$ cat src/rtl/fp32_mul_sequencer_if.sv
// fp32_mul_sequencer_if: handshake and core-facing signals of the FP32 multiply sequencer
//   in_*   : operand pair valid/ready input with user tag
//   mul_*  : start/done protocol toward the multiplier32FP core
//   out_*  : result FIFO head with valid/ready
//   sticky_o, clear_sticky_i, busy_o : status
//   master : sequencer side; slave : environment side
interface fp32_mul_sequencer_if #(
   parameter int TAG_W = 4
);
   logic             in_valid_i;
   logic             in_ready_o;
   logic [31:0]      in_a_i;
   logic [31:0]      in_b_i;
   logic [TAG_W-1:0] in_tag_i;
   logic             mul_start_o;
   logic [31:0]      mul_a_o;
   logic [31:0]      mul_b_o;
   logic [31:0]      mul_product_i;
   logic             mul_done_i;
   logic             mul_nan_i;
   logic             mul_inf_i;
   logic             mul_ovf_i;
   logic             mul_udf_i;
   logic             out_valid_o;
   logic             out_ready_i;
   logic [31:0]      out_result_o;
   logic [4:0]       out_flags_o;
   logic [TAG_W-1:0] out_tag_o;
   logic [4:0]       sticky_o;
   logic             clear_sticky_i;
   logic             busy_o;
   modport master (
      input  in_valid_i, in_a_i, in_b_i, in_tag_i,
      input  mul_product_i, mul_done_i, mul_nan_i, mul_inf_i, mul_ovf_i, mul_udf_i,
      input  out_ready_i, clear_sticky_i,
      output in_ready_o, mul_start_o, mul_a_o, mul_b_o,
      output out_valid_o, out_result_o, out_flags_o, out_tag_o, sticky_o, busy_o
   );
   modport slave (
      output in_valid_i, in_a_i, in_b_i, in_tag_i,
      output mul_product_i, mul_done_i, mul_nan_i, mul_inf_i, mul_ovf_i, mul_udf_i,
      output out_ready_i, clear_sticky_i,
      input  in_ready_o, mul_start_o, mul_a_o, mul_b_o,
      input  out_valid_o, out_result_o, out_flags_o, out_tag_o, sticky_o, busy_o
   );
endinterface

$ cat src/rtl/fp32_mul_sequencer.sv
// fp32_mul_sequencer: issues FP32 operand pairs to the multiplier core and queues tagged results
//   clk   : clock
//   rst_n : asynchronous active-low reset
//   bus   : fp32_mul_sequencer_if.master (operand input, core start/done, result FIFO, status)
// Optional watchdog for a hung core: define FP32_SEQ_TIMEOUT_EN.
module fp32_mul_sequencer #(
   parameter int FIFO_DEPTH = 4,
   parameter int TAG_W      = 4,
   parameter int TIMEOUT    = 15
) (
   input logic                  clk,
   input logic                  rst_n,
   fp32_mul_sequencer_if.master bus
);
   localparam int PW = $clog2(FIFO_DEPTH);
   localparam int EW = TAG_W + 5 + 32;

   if (FIFO_DEPTH < 2 || (FIFO_DEPTH & (FIFO_DEPTH - 1)) != 0 || TIMEOUT < 4) begin : g_bad_cfg
      $error("fp32_mul_sequencer: FIFO_DEPTH must be a power of two >= 2 and TIMEOUT >= 4");
   end

   typedef enum logic [1:0] {IDLE, ISSUE, WAIT} state_t;

   state_t           state, state_n;
   logic             ready_en;
   logic             accept;
   logic             push;
   logic             pop;
   logic             timeout;
   logic [31:0]      a_q, b_q;
   logic [TAG_W-1:0] tag_q;
   logic [3:0]       acc;
   logic [3:0]       cur_flags;
   logic [4:0]       push_flags;
   logic [31:0]      push_result;
   logic [EW-1:0]    mem [FIFO_DEPTH];
   logic [EW-1:0]    head;
   logic [PW-1:0]    wr_ptr, rd_ptr;
   logic [PW:0]      count;
   logic [4:0]       sticky;

   assign cur_flags = {bus.mul_udf_i, bus.mul_ovf_i, bus.mul_inf_i, bus.mul_nan_i};

`ifdef FP32_SEQ_TIMEOUT_EN
   localparam int CW = $clog2(TIMEOUT);
   logic [CW-1:0] wd_cnt;
   assign timeout = (state == WAIT) && !bus.mul_done_i && (wd_cnt == CW'(TIMEOUT - 1));
   always_ff @(posedge clk or negedge rst_n) begin
      if (!rst_n) wd_cnt <= '0;
      else if (state == ISSUE) wd_cnt <= '0;
      else if (state == WAIT) wd_cnt <= wd_cnt + CW'(1);
   end
`else
   assign timeout = 1'b0;
`endif

   // ready_en keeps in_ready_o low during reset and until the first edge after release
   assign bus.in_ready_o = ready_en && (state == IDLE) && (count != (PW + 1)'(FIFO_DEPTH));
   assign accept         = bus.in_valid_i && bus.in_ready_o;
   assign pop            = bus.out_valid_o && bus.out_ready_i;

   // a timeout entry carries only what accumulated before it fired
   assign push_flags  = bus.mul_done_i ? {1'b0, acc | cur_flags} : {1'b1, acc};
   assign push_result = bus.mul_done_i ? bus.mul_product_i : 32'h7FC0_0000;

   always_ff @(posedge clk or negedge rst_n) begin
      if (!rst_n) state <= IDLE;
      else state <= state_n;
   end

   always_comb begin
      state_n = state;
      push    = 1'b0;
      case (state)
         IDLE:  state_n = accept ? ISSUE : IDLE;
         ISSUE: state_n = WAIT;
         WAIT: begin
            push    = bus.mul_done_i || timeout;
            state_n = push ? IDLE : WAIT;
         end
         default: state_n = IDLE;
      endcase
   end

   always_ff @(posedge clk or negedge rst_n) begin
      if (!rst_n) begin
         ready_en <= 1'b0;
         a_q      <= '0;
         b_q      <= '0;
         tag_q    <= '0;
         acc      <= '0;
      end else begin
         ready_en <= 1'b1;
         if (accept) begin
            a_q   <= bus.in_a_i;
            b_q   <= bus.in_b_i;
            tag_q <= bus.in_tag_i;
            acc   <= '0;
         end else if (state == WAIT) begin
            acc <= acc | cur_flags;
         end
      end
   end

   // only one operation is in flight and in_ready_o checks for a free slot,
   // so a push never meets a full FIFO
   always_ff @(posedge clk or negedge rst_n) begin
      if (!rst_n) begin
         wr_ptr <= '0;
         rd_ptr <= '0;
         count  <= '0;
         sticky <= '0;
         for (int i = 0; i < FIFO_DEPTH; i++) mem[i] <= '0;
      end else begin
         if (push) begin
            mem[wr_ptr] <= {tag_q, push_flags, push_result};
            wr_ptr      <= wr_ptr + PW'(1);
         end
         if (pop) rd_ptr <= rd_ptr + PW'(1);
         count  <= count + (PW + 1)'(push) - (PW + 1)'(pop);
         sticky <= (bus.clear_sticky_i ? 5'b0 : sticky) | (push ? push_flags : 5'b0);
      end
   end

   assign head             = mem[rd_ptr];
   assign bus.out_valid_o  = count != '0;
   assign bus.out_tag_o    = head[EW-1 -: TAG_W];
   assign bus.out_flags_o  = head[36:32];
   assign bus.out_result_o = head[31:0];
   assign bus.sticky_o     = sticky;
   assign bus.mul_start_o  = state == ISSUE;
   assign bus.mul_a_o      = a_q;
   assign bus.mul_b_o      = b_q;
   assign bus.busy_o       = state != IDLE;
endmodule

$ cat src/flat_wrapper.sv
// flat-port wrapper written by rule: the top's interface ports become plain ports
module fp32_mul_sequencer_flat 
#(
   parameter int FIFO_DEPTH = 4,
   parameter int TAG_W      = 4,
   parameter int TIMEOUT    = 15
)
  (clk, rst_n, bus_in_valid_i, bus_in_a_i, bus_in_b_i, bus_in_tag_i, bus_mul_product_i, bus_mul_done_i, bus_mul_nan_i, bus_mul_inf_i, bus_mul_ovf_i, bus_mul_udf_i, bus_out_ready_i, bus_clear_sticky_i, bus_in_ready_o, bus_mul_start_o, bus_mul_a_o, bus_mul_b_o, bus_out_valid_o, bus_out_result_o, bus_out_flags_o, bus_out_tag_o, bus_sticky_o, bus_busy_o);
  fp32_mul_sequencer_if #(.TAG_W(TAG_W)) bus_i ();
  input logic clk;
  input logic rst_n;
  input wire logic [$bits(bus_i.in_valid_i)-1:0] bus_in_valid_i;
  input wire logic [$bits(bus_i.in_a_i)-1:0] bus_in_a_i;
  input wire logic [$bits(bus_i.in_b_i)-1:0] bus_in_b_i;
  input wire logic [$bits(bus_i.in_tag_i)-1:0] bus_in_tag_i;
  input wire logic [$bits(bus_i.mul_product_i)-1:0] bus_mul_product_i;
  input wire logic [$bits(bus_i.mul_done_i)-1:0] bus_mul_done_i;
  input wire logic [$bits(bus_i.mul_nan_i)-1:0] bus_mul_nan_i;
  input wire logic [$bits(bus_i.mul_inf_i)-1:0] bus_mul_inf_i;
  input wire logic [$bits(bus_i.mul_ovf_i)-1:0] bus_mul_ovf_i;
  input wire logic [$bits(bus_i.mul_udf_i)-1:0] bus_mul_udf_i;
  input wire logic [$bits(bus_i.out_ready_i)-1:0] bus_out_ready_i;
  input wire logic [$bits(bus_i.clear_sticky_i)-1:0] bus_clear_sticky_i;
  output wire logic [$bits(bus_i.in_ready_o)-1:0] bus_in_ready_o;
  output wire logic [$bits(bus_i.mul_start_o)-1:0] bus_mul_start_o;
  output wire logic [$bits(bus_i.mul_a_o)-1:0] bus_mul_a_o;
  output wire logic [$bits(bus_i.mul_b_o)-1:0] bus_mul_b_o;
  output wire logic [$bits(bus_i.out_valid_o)-1:0] bus_out_valid_o;
  output wire logic [$bits(bus_i.out_result_o)-1:0] bus_out_result_o;
  output wire logic [$bits(bus_i.out_flags_o)-1:0] bus_out_flags_o;
  output wire logic [$bits(bus_i.out_tag_o)-1:0] bus_out_tag_o;
  output wire logic [$bits(bus_i.sticky_o)-1:0] bus_sticky_o;
  output wire logic [$bits(bus_i.busy_o)-1:0] bus_busy_o;
  assign bus_i.in_valid_i = bus_in_valid_i;
  assign bus_i.in_a_i = bus_in_a_i;
  assign bus_i.in_b_i = bus_in_b_i;
  assign bus_i.in_tag_i = bus_in_tag_i;
  assign bus_i.mul_product_i = bus_mul_product_i;
  assign bus_i.mul_done_i = bus_mul_done_i;
  assign bus_i.mul_nan_i = bus_mul_nan_i;
  assign bus_i.mul_inf_i = bus_mul_inf_i;
  assign bus_i.mul_ovf_i = bus_mul_ovf_i;
  assign bus_i.mul_udf_i = bus_mul_udf_i;
  assign bus_i.out_ready_i = bus_out_ready_i;
  assign bus_i.clear_sticky_i = bus_clear_sticky_i;
  assign bus_in_ready_o = bus_i.in_ready_o;
  assign bus_mul_start_o = bus_i.mul_start_o;
  assign bus_mul_a_o = bus_i.mul_a_o;
  assign bus_mul_b_o = bus_i.mul_b_o;
  assign bus_out_valid_o = bus_i.out_valid_o;
  assign bus_out_result_o = bus_i.out_result_o;
  assign bus_out_flags_o = bus_i.out_flags_o;
  assign bus_out_tag_o = bus_i.out_tag_o;
  assign bus_sticky_o = bus_i.sticky_o;
  assign bus_busy_o = bus_i.busy_o;
  fp32_mul_sequencer #(.FIFO_DEPTH(FIFO_DEPTH), .TAG_W(TAG_W), .TIMEOUT(TIMEOUT)) u_core (.clk(clk), .rst_n(rst_n), .bus(bus_i));
endmodule
$ cat config.mk
export PLATFORM = sky130hd
export DESIGN_NAME = fp32_mul_sequencer_flat
export DESIGN_NICKNAME = d
export VERILOG_FILES = /design/src/rtl/fp32_mul_sequencer_if.sv /design/src/rtl/fp32_mul_sequencer.sv /design/src/flat_wrapper.sv
export SDC_FILE = /design/constraint.sdc
export NUM_CORES = 1
export LEC_CHECK = 0
export CORE_UTILIZATION = 55
export DETAILED_ROUTE_END_ITERATION = 10
export HOLD_SLACK_MARGIN = 0.03
export PLACE_DENSITY = 0.86
export SYNTH_ARGS = -nofsm -noshare
export SYNTH_HDL_FRONTEND = slang
export SYNTH_SLANG_ARGS = --single-unit
$ cat constraint.sdc
create_clock -name clk -period 4.62 [get_ports clk]
set_input_delay 0.924 -clock clk [delete_from_list [all_inputs] [get_ports clk]]
set_output_delay 0.924 -clock clk [all_outputs]
set_load 0.1 [all_outputs]
==> run summary, run 1 <==
The flow ran to the end, and the final reports show no timing, DRC or antenna violations. The DRC violation total after the first TritonRoute iteration came out at 207. The worst pin sits at a relative slew slack of 24.45%. Once the clock tree was built, the setup fixing pass inserted 0 buffers. Buffers placed on the I/O ports in this run total 223. The mapped netlist covers 10670 um^2. The run gives 2.07 ns as the register-to-register setup slack. Proportion of netlist area held by the largest area contributor: 58.86%.

The tools report the maximum level of the CTS H-tree as 1. The per-cell via count in the routed design is 5.462. Summing the sequential cell areas from Yosys gives 58.86% of the chip area.

The floorplan core area was 18830 um^2; the first-pass GRT wire length was 37030 um. The logs give 148 for the largest net degree at the start of global routing and 56.67% for the initial cell density of the core. For the pin with the worst max-slew slack, the measured transition is 1.133 ns. The worst-case hold path end point is u_core.mem[36]. The vertical die dimension was 141.3 um; the data arrival time at the worst-slack endpoint was 3.21 ns. For the synthesized instance count, the log shows 633.

For this run, the top clock speed supported by timing is 0.2418 GHz. Traced cell by cell, the critical path runs through mux4_2 > clkdlybuf4s50_1. For the final HPWL from detailed placement, the log shows 15340 um. The family of cells with the greatest summed delay on the critical path was flip-flops.

The count of synthesis-stage warnings from yosys was 0. Hold repair after CTS inserted 0 buffers. For this design, the slowest cell found on the critical path is sky130_fd_sc_hd__dfrtp_4. The horizontal die dimension is 141.3 um, and the detailed-route wire length is 23280 um. The area growth from synthesis to layout is 29.64%.

224 I/O pins were placed. Endpoint kind of the worst setup timing path: an output pin. The cell sitting at the root of the clock tree is a sky130_fd_sc_hd__clkbuf_16. For the worst flop-to-flop path, the logic depth is 5. The synthesized netlist contains 28 unique library cells.

The shortest period the worst path allows is 4.136 ns. TritonCTS built the clock tree. In this run the critical register-to-register path is launched from u_core.wr_ptr[0]. The cell accounting for the most synthesized area is sky130_fd_sc_hd__dfrtp_1. Of the cells placed in the final design, the portion with a size suffix greater than 1 is 35.85%.

The number of inserted filler cells in the final layout is 1170, and the final sum of negative setup slack is 0 ns. The number of max-slew violations in the final report is 0. The number of antenna violations at the first check in global routing was 0. In the post-synthesis netlist, the biggest area contributors are sky130_fd_sc_hd__dfrtp_1 (59%), sky130_fd_sc_hd__mux2_2 (16%), sky130_fd_sc_hd__mux2_4 (9.1%).

The worst hold-check path type was flop to flop. In this run the most critical hold path is launched from u_core.mem[36]. Routability-driven placement finished with a final weighted congestion of 0.8187. The hold-critical path depth works out to 1.

At the end of the flow, the number of nets in the layout was 979. STA classifies the critical path startpoint as a flop. The via count of the first global-routing pass is 6834. The path type of the worst setup path was flop to output pin. Worst path required time: 3.70 ns. In this run the deepest clock path goes through 3 buffers. The combined global-route utilization of all metal layers is 23.88%.

The synthesized net count is 750, and the buffers plus inverters on the worst setup path is 1. Summing over every cut layer, the via total after detailed routing is 6189. For this run the aggregate overflow at the end of global routing stands at 0. Average instance area after synthesis: 16.86 um^2. The total of flip-flops plus latches after synthesis came out at 251.

CTS saw 251 sinks. The run gives 0.52 ns as the latest clock arrival within the worst-skew pair. Clock-pin slew was measured on the worst setup and hold paths at 0.06 ns.

In the layout the commonest cells are sky130_fd_sc_hd__dfrtp_1 (249), sky130_fd_sc_hd__clkdlybuf4s50_1 (216), sky130_fd_sc_hd__mux2_2 (148). The overall die area is 19960 um^2. In this run the critical register-to-register path is captured at u_core.mem[154]. The tools report the number of resized instances in the post-cts repair step as 0. For this run, the slowest stage of the critical path takes 1.05 ns. Counting the buffers created by CTS gives 25. The leading cell type in the layout, fill and taps excluded was sky130_fd_sc_hd__dfrtp_1. The number of inserted diodes is 0, and the worst clock skew is 0.01683 ns.

Of all nets on the critical path, the largest fanout is 43. Setup repair after global routing left no endpoint under its margin. The final cycle utilization of the critical path is 89.52%. Number of optimization iterations in the first detailed-route pass: 4. Average detailed-routed wire length per instance: 20.54 um. The tools report the total DRC errors in the routed layout as 0. Max-cap violations in this run came to 0.

The final count of hold timing violations was 0. In this run the core area contains 50 standard-cell rows. Setup violations remaining at the end of the flow were counted as 0.

The count of antenna-violating nets left after detailed routing was 0.
-- cells in the mapped netlist --
cell                       count
sky130_fd_sc_hd__buf_8         1
sky130_fd_sc_hd__o22ai_1       4
sky130_fd_sc_hd__nand4b_1      4
sky130_fd_sc_hd__nor2b_1       3
sky130_fd_sc_hd__and4_4        1
sky130_fd_sc_hd__conb_1        1
sky130_fd_sc_hd__fa_1          1
sky130_fd_sc_hd__clkbuf_1     11
sky130_fd_sc_hd__or3_1         1
sky130_fd_sc_hd__buf_2        17
sky130_fd_sc_hd__nand2_1      18
sky130_fd_sc_hd__ha_1          6
sky130_fd_sc_hd__xnor2_1       4
sky130_fd_sc_hd__mux4_2       41
sky130_fd_sc_hd__or3b_1        1
sky130_fd_sc_hd__nor2_1        5
sky130_fd_sc_hd__a21oi_1       8
sky130_fd_sc_hd__dfrtp_1     251
sky130_fd_sc_hd__buf_12        7
sky130_fd_sc_hd__xor2_1        1
sky130_fd_sc_hd__o21ai_0      16
sky130_fd_sc_hd__o31a_1        1
sky130_fd_sc_hd__and3_1        1
sky130_fd_sc_hd__a21o_1        1
sky130_fd_sc_hd__and2_1        4
sky130_fd_sc_hd__mux2_2      148
sky130_fd_sc_hd__inv_1        11
sky130_fd_sc_hd__mux2_4       65
-- sequential cells by signal (all words and copies together), names as in the netlist --
name / cells
u_core.bus.mul_b_o: 32
u_core.state: 2
u_core.tag_q: 4
u_core.wr_ptr: 2
u_core.mem: 164
u_core.bus.sticky_o: 5
u_core.rd_ptr: 2
u_core.bus.mul_a_o: 32
u_core.ready_en: 1
u_core.acc: 4
u_core.count: 3
-- worst max-delay path by stage --
stage	from	end	slack (ns)	depth (start not counted)
after global placement	u_core.rd_ptr[0]	bus_out_result_o[8]	1.0	2
after CTS	u_core.rd_ptr[0]	bus_out_tag_o[1]	0.44	2
after detailed placement	u_core.rd_ptr[0]	bus_out_result_o[8]	1.00	2
final	u_core.rd_ptr[0]	bus_out_tag_o[1]	0.48	2
after floorplan	u_core.state[1]	bus_mul_start_o	1.83	2
after global routing	u_core.rd_ptr[0]	bus_out_tag_o[3]	0.34	2
-- through the flow --
stage | utilization [%] | hold slack (ns) | setup slack (ns) | instances | cell area (um^2)
after floorplan | - | 0.4446 | 1.829 | 633 | 10670
after global placement | 69.40 | 0.4566 | 0.9982 | 1095 | 13070
after detailed placement | 69.40 | 0.4714 | 1.000 | 1095 | 13070
after CTS | 73.47 | 0.4847 | 0.4379 | 1133 | 13830
after global routing | 73.47 | 0.5068 | 0.3439 | 1133 | 13830
final | 73.47 | 0.4823 | 0.4843 | 1133 | 13830
-- final cells by class --
class | instances | area [um^2] | area share (%)
clock inverters | 3 | 43.79 | 0.3165
repair buffers | 238 | 2347 | 16.97
inverters | 11 | 41.29 | 0.2985
flip-flops and latches | 251 | 6286 | 45.44
well taps | 260 | 325.3 | 2.351
multi-input cells | 335 | 4068 | 29.40
clock buffers | 35 | 723.2 | 5.227
-- per-layer routing --
metal	vias up	share of wire (%)	track usage, %
met3	41	6.7	5.265
met2	205	50	40.33
met5	-	0	0
met1	3206	41	31.59
met4	0	2.1	6.121
li1	2737	-	-
-- worst reg2reg max path, delay by kind of cell, from the launching register on --
family        cells  cell delay, ns
fa+ha+maj         1            0.18
buf+inv           2            0.70
flops             1            0.42
mux               1            0.33
simple gates      1            0.81
-- cells by family (layout without fill, tap and decap cells) --
logic type / Yosys count / in the layout / synth area share (%)
buffers and inverters: 47 / 287 / 3.025
AO/OA/AOI/OAI: 30 / 30 / 1.513
multiplexers: 254 / 254 / 33.42
adder cells (fa/ha/maj): 7 / 7 / 0.8911
flip-flops: 251 / 251 / 58.86
other: 1 / 1 / 0.03514
XOR/XNOR: 5 / 5 / 0.4103
AND/OR/NAND/NOR: 38 / 38 / 1.853
Power of run 1 is not shown: default switching activity piles up to over one toggle a cycle in this logic, so the estimate is an artifact.
==> run 2, diff against run 1 <==
--- a/config.mk
+++ b/config.mk
@@ -5,10 +5,10 @@
 export SDC_FILE = /design/constraint.sdc
 export NUM_CORES = 1
 export LEC_CHECK = 0
-export CORE_UTILIZATION = 55
+export CORE_UTILIZATION = 43
 export DETAILED_ROUTE_END_ITERATION = 10
 export HOLD_SLACK_MARGIN = 0.03
-export PLACE_DENSITY = 0.86
+export PLACE_DENSITY = 0.7
 export SYNTH_ARGS = -nofsm -noshare
 export SYNTH_HDL_FRONTEND = slang
 export SYNTH_SLANG_ARGS = --single-unit
==> run summary, run 2 (synthesis results as in run 1) <==
The DRC violation total after the first TritonRoute iteration was 246 (+19%). The latest clock arrival within the worst-skew pair is 0.52 ns (about the same). The headroom to the max-slew limit is 31.02% (+6.6 points), and the maximum level of the CTS H-tree is 1 (unchanged).

The total placed cells including tap cells is 1157 (+5.7%). The post-route core utilization is 58.12% (-15 points), and the share of layout cells above drive strength 1 is 38.76% (+2.9 points). The maximum clock path buffer count came out at 3 (unchanged).

The worst hold-check path type was input pin to asynchronous set/reset pin. The number of optimization iterations in the first detailed-route pass came out at 4 (unchanged). The leading cell type in the layout, fill and taps excluded was sky130_fd_sc_hd__dfrtp_1. The floorplan core area came out at 24320 um^2 (+29%). The run gives 1209 (+6.7%) as the number of cells in the finished layout apart from fillers. The per-cell via count in the routed design was 5.059 (-7.4%). The number of placement rows was 57 (+14%). In the layout the commonest cells are sky130_fd_sc_hd__dfrtp_1 (249), sky130_fd_sc_hd__clkdlybuf4s50_1 (197), sky130_fd_sc_hd__mux2_2 (148). The maximum fanout count along the critical path is 29 (-33%).

The run gives 0 (unchanged) as the number of resized instances in the post-cts repair step. In this run the clock root is driven by a sky130_fd_sc_hd__clkbuf_16. The flip-flop count of the largest register after layout came out at 164 (unchanged). The horizontal die dimension was 159.5 um (+13%); the vertical die dimension was 159.5 um (+13%). The number of setup violations in the final report came out at 0 (unchanged).

The run gives 22060 um (-5.2%) as the detailed-route wire length. The initial cell density of the core came out at 43.88% (-13 points). The count of maximum capacitance violations is 0 (unchanged).

The logs give 0 (unchanged) for the overflow left after global routing and 2.98 ns (-0.23 ns) for the data arrival time at the worst-slack endpoint. The number of max-slew violations in the final report was 0 (unchanged); the vias after detailed routing was 6116 (-1.2%). For the number of setup buffers added after CTS, the log shows 0 (unchanged). The logs give 980 (+0.10%) for the count of nets after finishing and 0.005914 ns (-0.01091 ns) for the worst clock skew.

For the total DRC errors in the routed layout, the log shows 0 (unchanged). The total clock sinks came out at 251 (unchanged). The combined global-route utilization of all metal layers was 17.78% (-6.1 points). STA classifies the critical path startpoint as a flop. Slew at the pin closest to its max-slew limit: 1.031 ns (-0.1018 ns). Summed area of non-filler cells in the final layout: 14130 um^2 (+2.2%). The standard cell area after detailed placement came out at 13100 um^2 (+0.21%). The largest net degree at the start of global routing came out at 120 (-19%).

The logs give 0 (unchanged) for the quantity of hold-fixing buffers added after cts and 28 (+12%) for the number of CTS-inserted buffers. Count of cell instances traversed by the critical path: 2 (unchanged). The average detailed-routed wire length per instance came out at 18.24 um (-11%). The first-pass GRT wire length is 36250 um (-2.1%). The global placer's final weighted congestion was 0.7142 (-13%); the port buffer count was 223 (unchanged).

The register with the most flip-flops in the final layout is u_core.mem. The via count of the first global-routing pass came out at 6491 (-5.0%). Endpoint kind of the worst setup timing path: an output pin. The run gives 0 (unchanged) as the number of inserted diodes. The final HPWL from detailed placement was 13980 um (-8.9%); the overall die area was 25450 um^2 (+27%). The final sum of negative setup slack was 0 ns (unchanged); the growth of design area from synthesis to finish was 32.45%.

Number of top-level pins: 224 (unchanged). Among all stages on the critical path, the largest delay is contributed by sky130_fd_sc_hd__clkdlybuf4s50_1. The number of antenna violations at the first check in global routing is 0 (unchanged), and the maximum clock frequency is 0.2564 GHz (+6.0%). Register clock-pin slew on the reported worst setup and hold paths: 0.06 ns (about the same).

The worst-case reg-to-reg path depth works out to 9 (+4). The buffers plus inverters on the worst setup path works out to 1 (unchanged). Setup repair after global routing left no endpoint under its margin. For the final count of hold timing violations, the log shows 0 (unchanged). The run finished with clean final reports. The shortest period the worst path allows works out to 3.900 ns (-0.2353 ns). For the number of inserted filler cells in the final layout, the log shows 1922 (+64%). Traced cell by cell, the critical path runs through mux4_2 > clkdlybuf4s50_1. Final cycle utilization of the critical path: 84.42% (-5.1 points).

The cell family contributing the most delay on the critical path is buffers and inverters. The worst path required time is 3.70 ns (about the same). Longest individual stage delay on the worst path: 1.16 ns (+0.11 ns). The worst setup path is of the flop to output pin kind. The tools report the count of antenna-violating nets left after detailed routing as 0 (unchanged). TritonCTS built the clock tree.
[run 2: changes by cell type in the layout (fill, tap and decap cells not counted), moves of 4 or more]
cell / delta
sky130_fd_sc_hd__buf_4: +16
sky130_fd_sc_hd__clkdlybuf4s50_1: -19
sky130_fd_sc_hd__clkbuf_16: +4
sky130_fd_sc_hd__clkinv_2: +4
sky130_fd_sc_hd__bufinv_16: +5
[run 2: path summary, 6_finish.rpt]
check | endpoint | start | slack [ns]
worst max-delay path | bus_out_result_o[8] | u_core.rd_ptr[1] | 0.72
worst min-delay path | u_core.bus.mul_a_o[0] | rst_n | 0.46
worst max register to register | u_core.count[2] | u_core.state[1] | 2.09
worst min register to register | u_core.mem[74] | u_core.mem[74] | 0.48
max in group asynchronous | u_core.bus.mul_a_o[10] | rst_n | 3.12
min in group clk | u_core.mem[74] | u_core.mem[74] | 0.48
[run 2: metrics by stage]
step	hold WS [ns]	worst slack, ns
6_report	0.4628	0.7196
5_1_grt	0.4866	0.6333
4_1_cts	0.4803	0.6644
3_5_place_dp	0.4671	1.241
3_3_place_gp	0.4568	1.280
2_1_floorplan	0.4446	1.829
[run 2: metal layers]
metal / global-route usage (%) / routed length (um) / share of wire, %
met1: 24.96 / 10080 / 46
met2: 28.58 / 10360 / 47
met3: 4.011 / 1371 / 6.2
met4: 3.322 / 244 / 1.1
met5: 0 / 0 / 0
[run 2: cell type report]
| class | instances | area (um^2) | share of cell area [%] |
|---|---|---|---|
| tap | 324 | 405.4 | 2.868 |
| inverter | 11 | 41.29 | 0.2921 |
| timing repair buffer | 236 | 2297 | 16.25 |
| clock buffer | 40 | 827.0 | 5.851 |
| sequential | 251 | 6284 | 44.45 |
| multi-input combinational | 335 | 4068 | 28.78 |
| clock inverter | 12 | 212.7 | 1.505 |
Power of run 2 is left out for the same reason.
==> run 3, diff against run 2 <==
==> constraint.sdc (replaced) <==
create_clock -name clk -period 3.85 [get_ports clk]
set_input_delay 0.77 -clock clk [delete_from_list [all_inputs] [get_ports clk]]
set_output_delay 0.77 -clock clk [all_outputs]
set_load 0.1 [all_outputs]
==> run summary, run 3 (synthesis results as in run 1) <==
The global placer's final weighted congestion came out at 0.7083 (-0.83%). TritonCTS built the clock tree. The horizontal die dimension is 159.5 um (unchanged). The largest individual stage delay along the critical path comes from the cell sky130_fd_sc_hd__clkdlybuf4s50_1.

The total placed cells including tap cells was 1157 (unchanged). The number of inserted diodes was 0 (unchanged). The worst-case reg-to-reg path depth came out at 9 (unchanged). Largest net degree at the start of global routing: 95 (-21%).

The detailed-route wire length was 22130 um (+0.33%); the number of resized instances in the post-cts repair step was 0 (unchanged). The maximum clock frequency is 0.3248 GHz. Traced cell by cell, the critical path runs through or3_1 > clkdlybuf4s50_1.

The number of CTS-inserted buffers was 28 (unchanged); the share of layout cells above drive strength 1 was 40.95% (+2.2 points). The final HPWL from detailed placement was 13890 um (-0.60%). The latest clock arrival within the worst-skew pair is 0.53 ns (about the same). On the critical path the largest part of the delay comes from buffers and inverters. u_core.mem holds more flip-flops than any other register. The buffers plus inverters on the worst setup path was 1 (unchanged); the maximum fanout count along the critical path was 5 (-83%).

The initial cell density of the core came out at 43.88% (unchanged). The number of cells in the finished layout apart from fillers is 1208 (-0.083%). The run gives 0.2625 ns (-0.2003 ns) as the worst hold slack. The total clock sinks was 251 (unchanged); the final count of hold timing violations was 0 (unchanged).

The per-cell via count in the routed design was 5.079 (+0.41%). Count of nets after finishing: 980 (unchanged). The leading cell type in the layout, fill and taps excluded is sky130_fd_sc_hd__dfrtp_1. The first-pass GRT wire length was 36260 um (about the same).

The launch point of the worst reg-to-reg path was u_core.state[1]. The data arrival time at the worst-slack endpoint came out at 2.31 ns (-0.67 ns). Setup repair after global routing left no endpoint under its margin. The average detailed-routed wire length per instance came out at 18.32 um (+0.41%). The run gives 1.29 ns (-0.80 ns) as the register-to-register setup slack. For the number of optimization iterations in the first detailed-route pass, the log shows 4 (unchanged). Worst path required time: 3.08 ns (-0.62 ns).

Headroom to the max-slew limit: 32.64% (+1.6 points). By startpoint and endpoint, the worst setup path is classified as flop to output pin. The run gives 0.01240 ns (+0.006484 ns) as the worst clock skew.

The run gives 0 (unchanged) as the number of antenna violations at the first check in global routing. The path class of the tightest hold or removal check is input pin to asynchronous set/reset pin. The critical register-to-register path endpoint was u_core.count[2]. For the maximum clock path buffer count, the log shows 3 (unchanged).

Clock tree root driver cell: sky130_fd_sc_hd__clkbuf_16. Overflow left after global routing: 0 (unchanged). The combined global-route utilization of all metal layers was 17.75% (-0.029 points).

The worst setup path is captured at an output pin. The total DRC errors in the routed layout is 0 (unchanged). The quantity of hold-fixing buffers added after cts is 0 (unchanged), and the overall die area is 25450 um^2 (unchanged). For the floorplan core area, the log shows 24320 um^2 (unchanged). The run gives 0 (unchanged) as the number of max-slew violations in the final report. Number of inserted filler cells in the final layout: 1940 (+0.94%). The run gives 0 (unchanged) as the count of antenna-violating nets left after detailed routing.

The longest individual stage delay on the worst path is 0.98 ns (-0.18 ns). Register clock-pin slew on the reported worst setup and hold paths: 0.06 ns (about the same). The logs give 6136 (+0.33%) for the vias after detailed routing and 57.67% (-0.45 points) for the post-route core utilization. The maximum level of the CTS H-tree is 1 (unchanged), and the DRC violation total after the first TritonRoute iteration is 242 (-1.6%). The flip-flop count of the largest register after layout was 164 (unchanged); the final sum of negative setup slack was 0 ns (unchanged). The port buffer count works out to 223 (unchanged). The flow ran to the end, and the final reports show no timing, DRC or antenna violations. The logs give 57 (unchanged) for the number of placement rows and 6640 (+2.3%) for the via count of the first global-routing pass. Nature of the critical path startpoint: a flop. The number of setup violations in the final report is 0 (unchanged), and the number of top-level pins is 224 (unchanged). Slew at the pin closest to its max-slew limit: 1.007 ns (-0.02419 ns). Vertical die dimension: 159.5 um (unchanged).

The final critical path takes up 79.96% of the cycle. Shortest period the worst path allows: 3.078 ns. Leaving out fill and tap cells, the most frequent cells in the layout are sky130_fd_sc_hd__dfrtp_1 (249), sky130_fd_sc_hd__clkdlybuf4s50_1 (179), sky130_fd_sc_hd__mux2_2 (148). The logs give 0 (unchanged) for the number of setup buffers added after CTS and 0 (unchanged) for the count of maximum capacitance violations. The area growth from synthesis to layout is 31.42%.
-- run 3: layout make-up --
class                      instances  area (um^2)  area share (%)
sequential                       251         6284           44.80
inverter                          11        41.29          0.2944
clock buffer                      39        822.0           5.861
timing repair buffer             236         2277           16.24
multi-input combinational        335         4068           29.00
clock inverter                    12        127.6          0.9100
tap                              324        405.4           2.891
-- run 3: worst max path at each step --
stage | start | depth (start not counted) | endpoint
after floorplan | u_core.state[1] | 2 | bus_mul_start_o
after global placement | bus_mul_done_i | 9 | u_core.count[2]
after detailed placement | bus_mul_done_i | 9 | u_core.count[2]
after CTS | u_core.count[1] | 2 | bus_out_valid_o
after global routing | u_core.state[1] | 3 | bus_busy_o
final | u_core.count[1] | 2 | bus_out_valid_o
-- run 3: per-stage QoR --
step,worst slack [ns],cell area (um^2)
final,0.7716,14020
after global routing,0.6928,14020
after CTS,0.7443,14020
after detailed placement,0.7471,13080
after global placement,0.8011,13080
after floorplan,1.213,10670
-- run 3: routing by layer --
layer | wire [um] | track usage [%] | part of all wire, %
met5 | 0 | 0 | 0
met4 | 315 | 3.409 | 1.4
met3 | 1153 | 3.334 | 5.2
met2 | 10990 | 30.03 | 50
met1 | 9666 | 24.00 | 44
Power of run 3 is left out for the same reason.
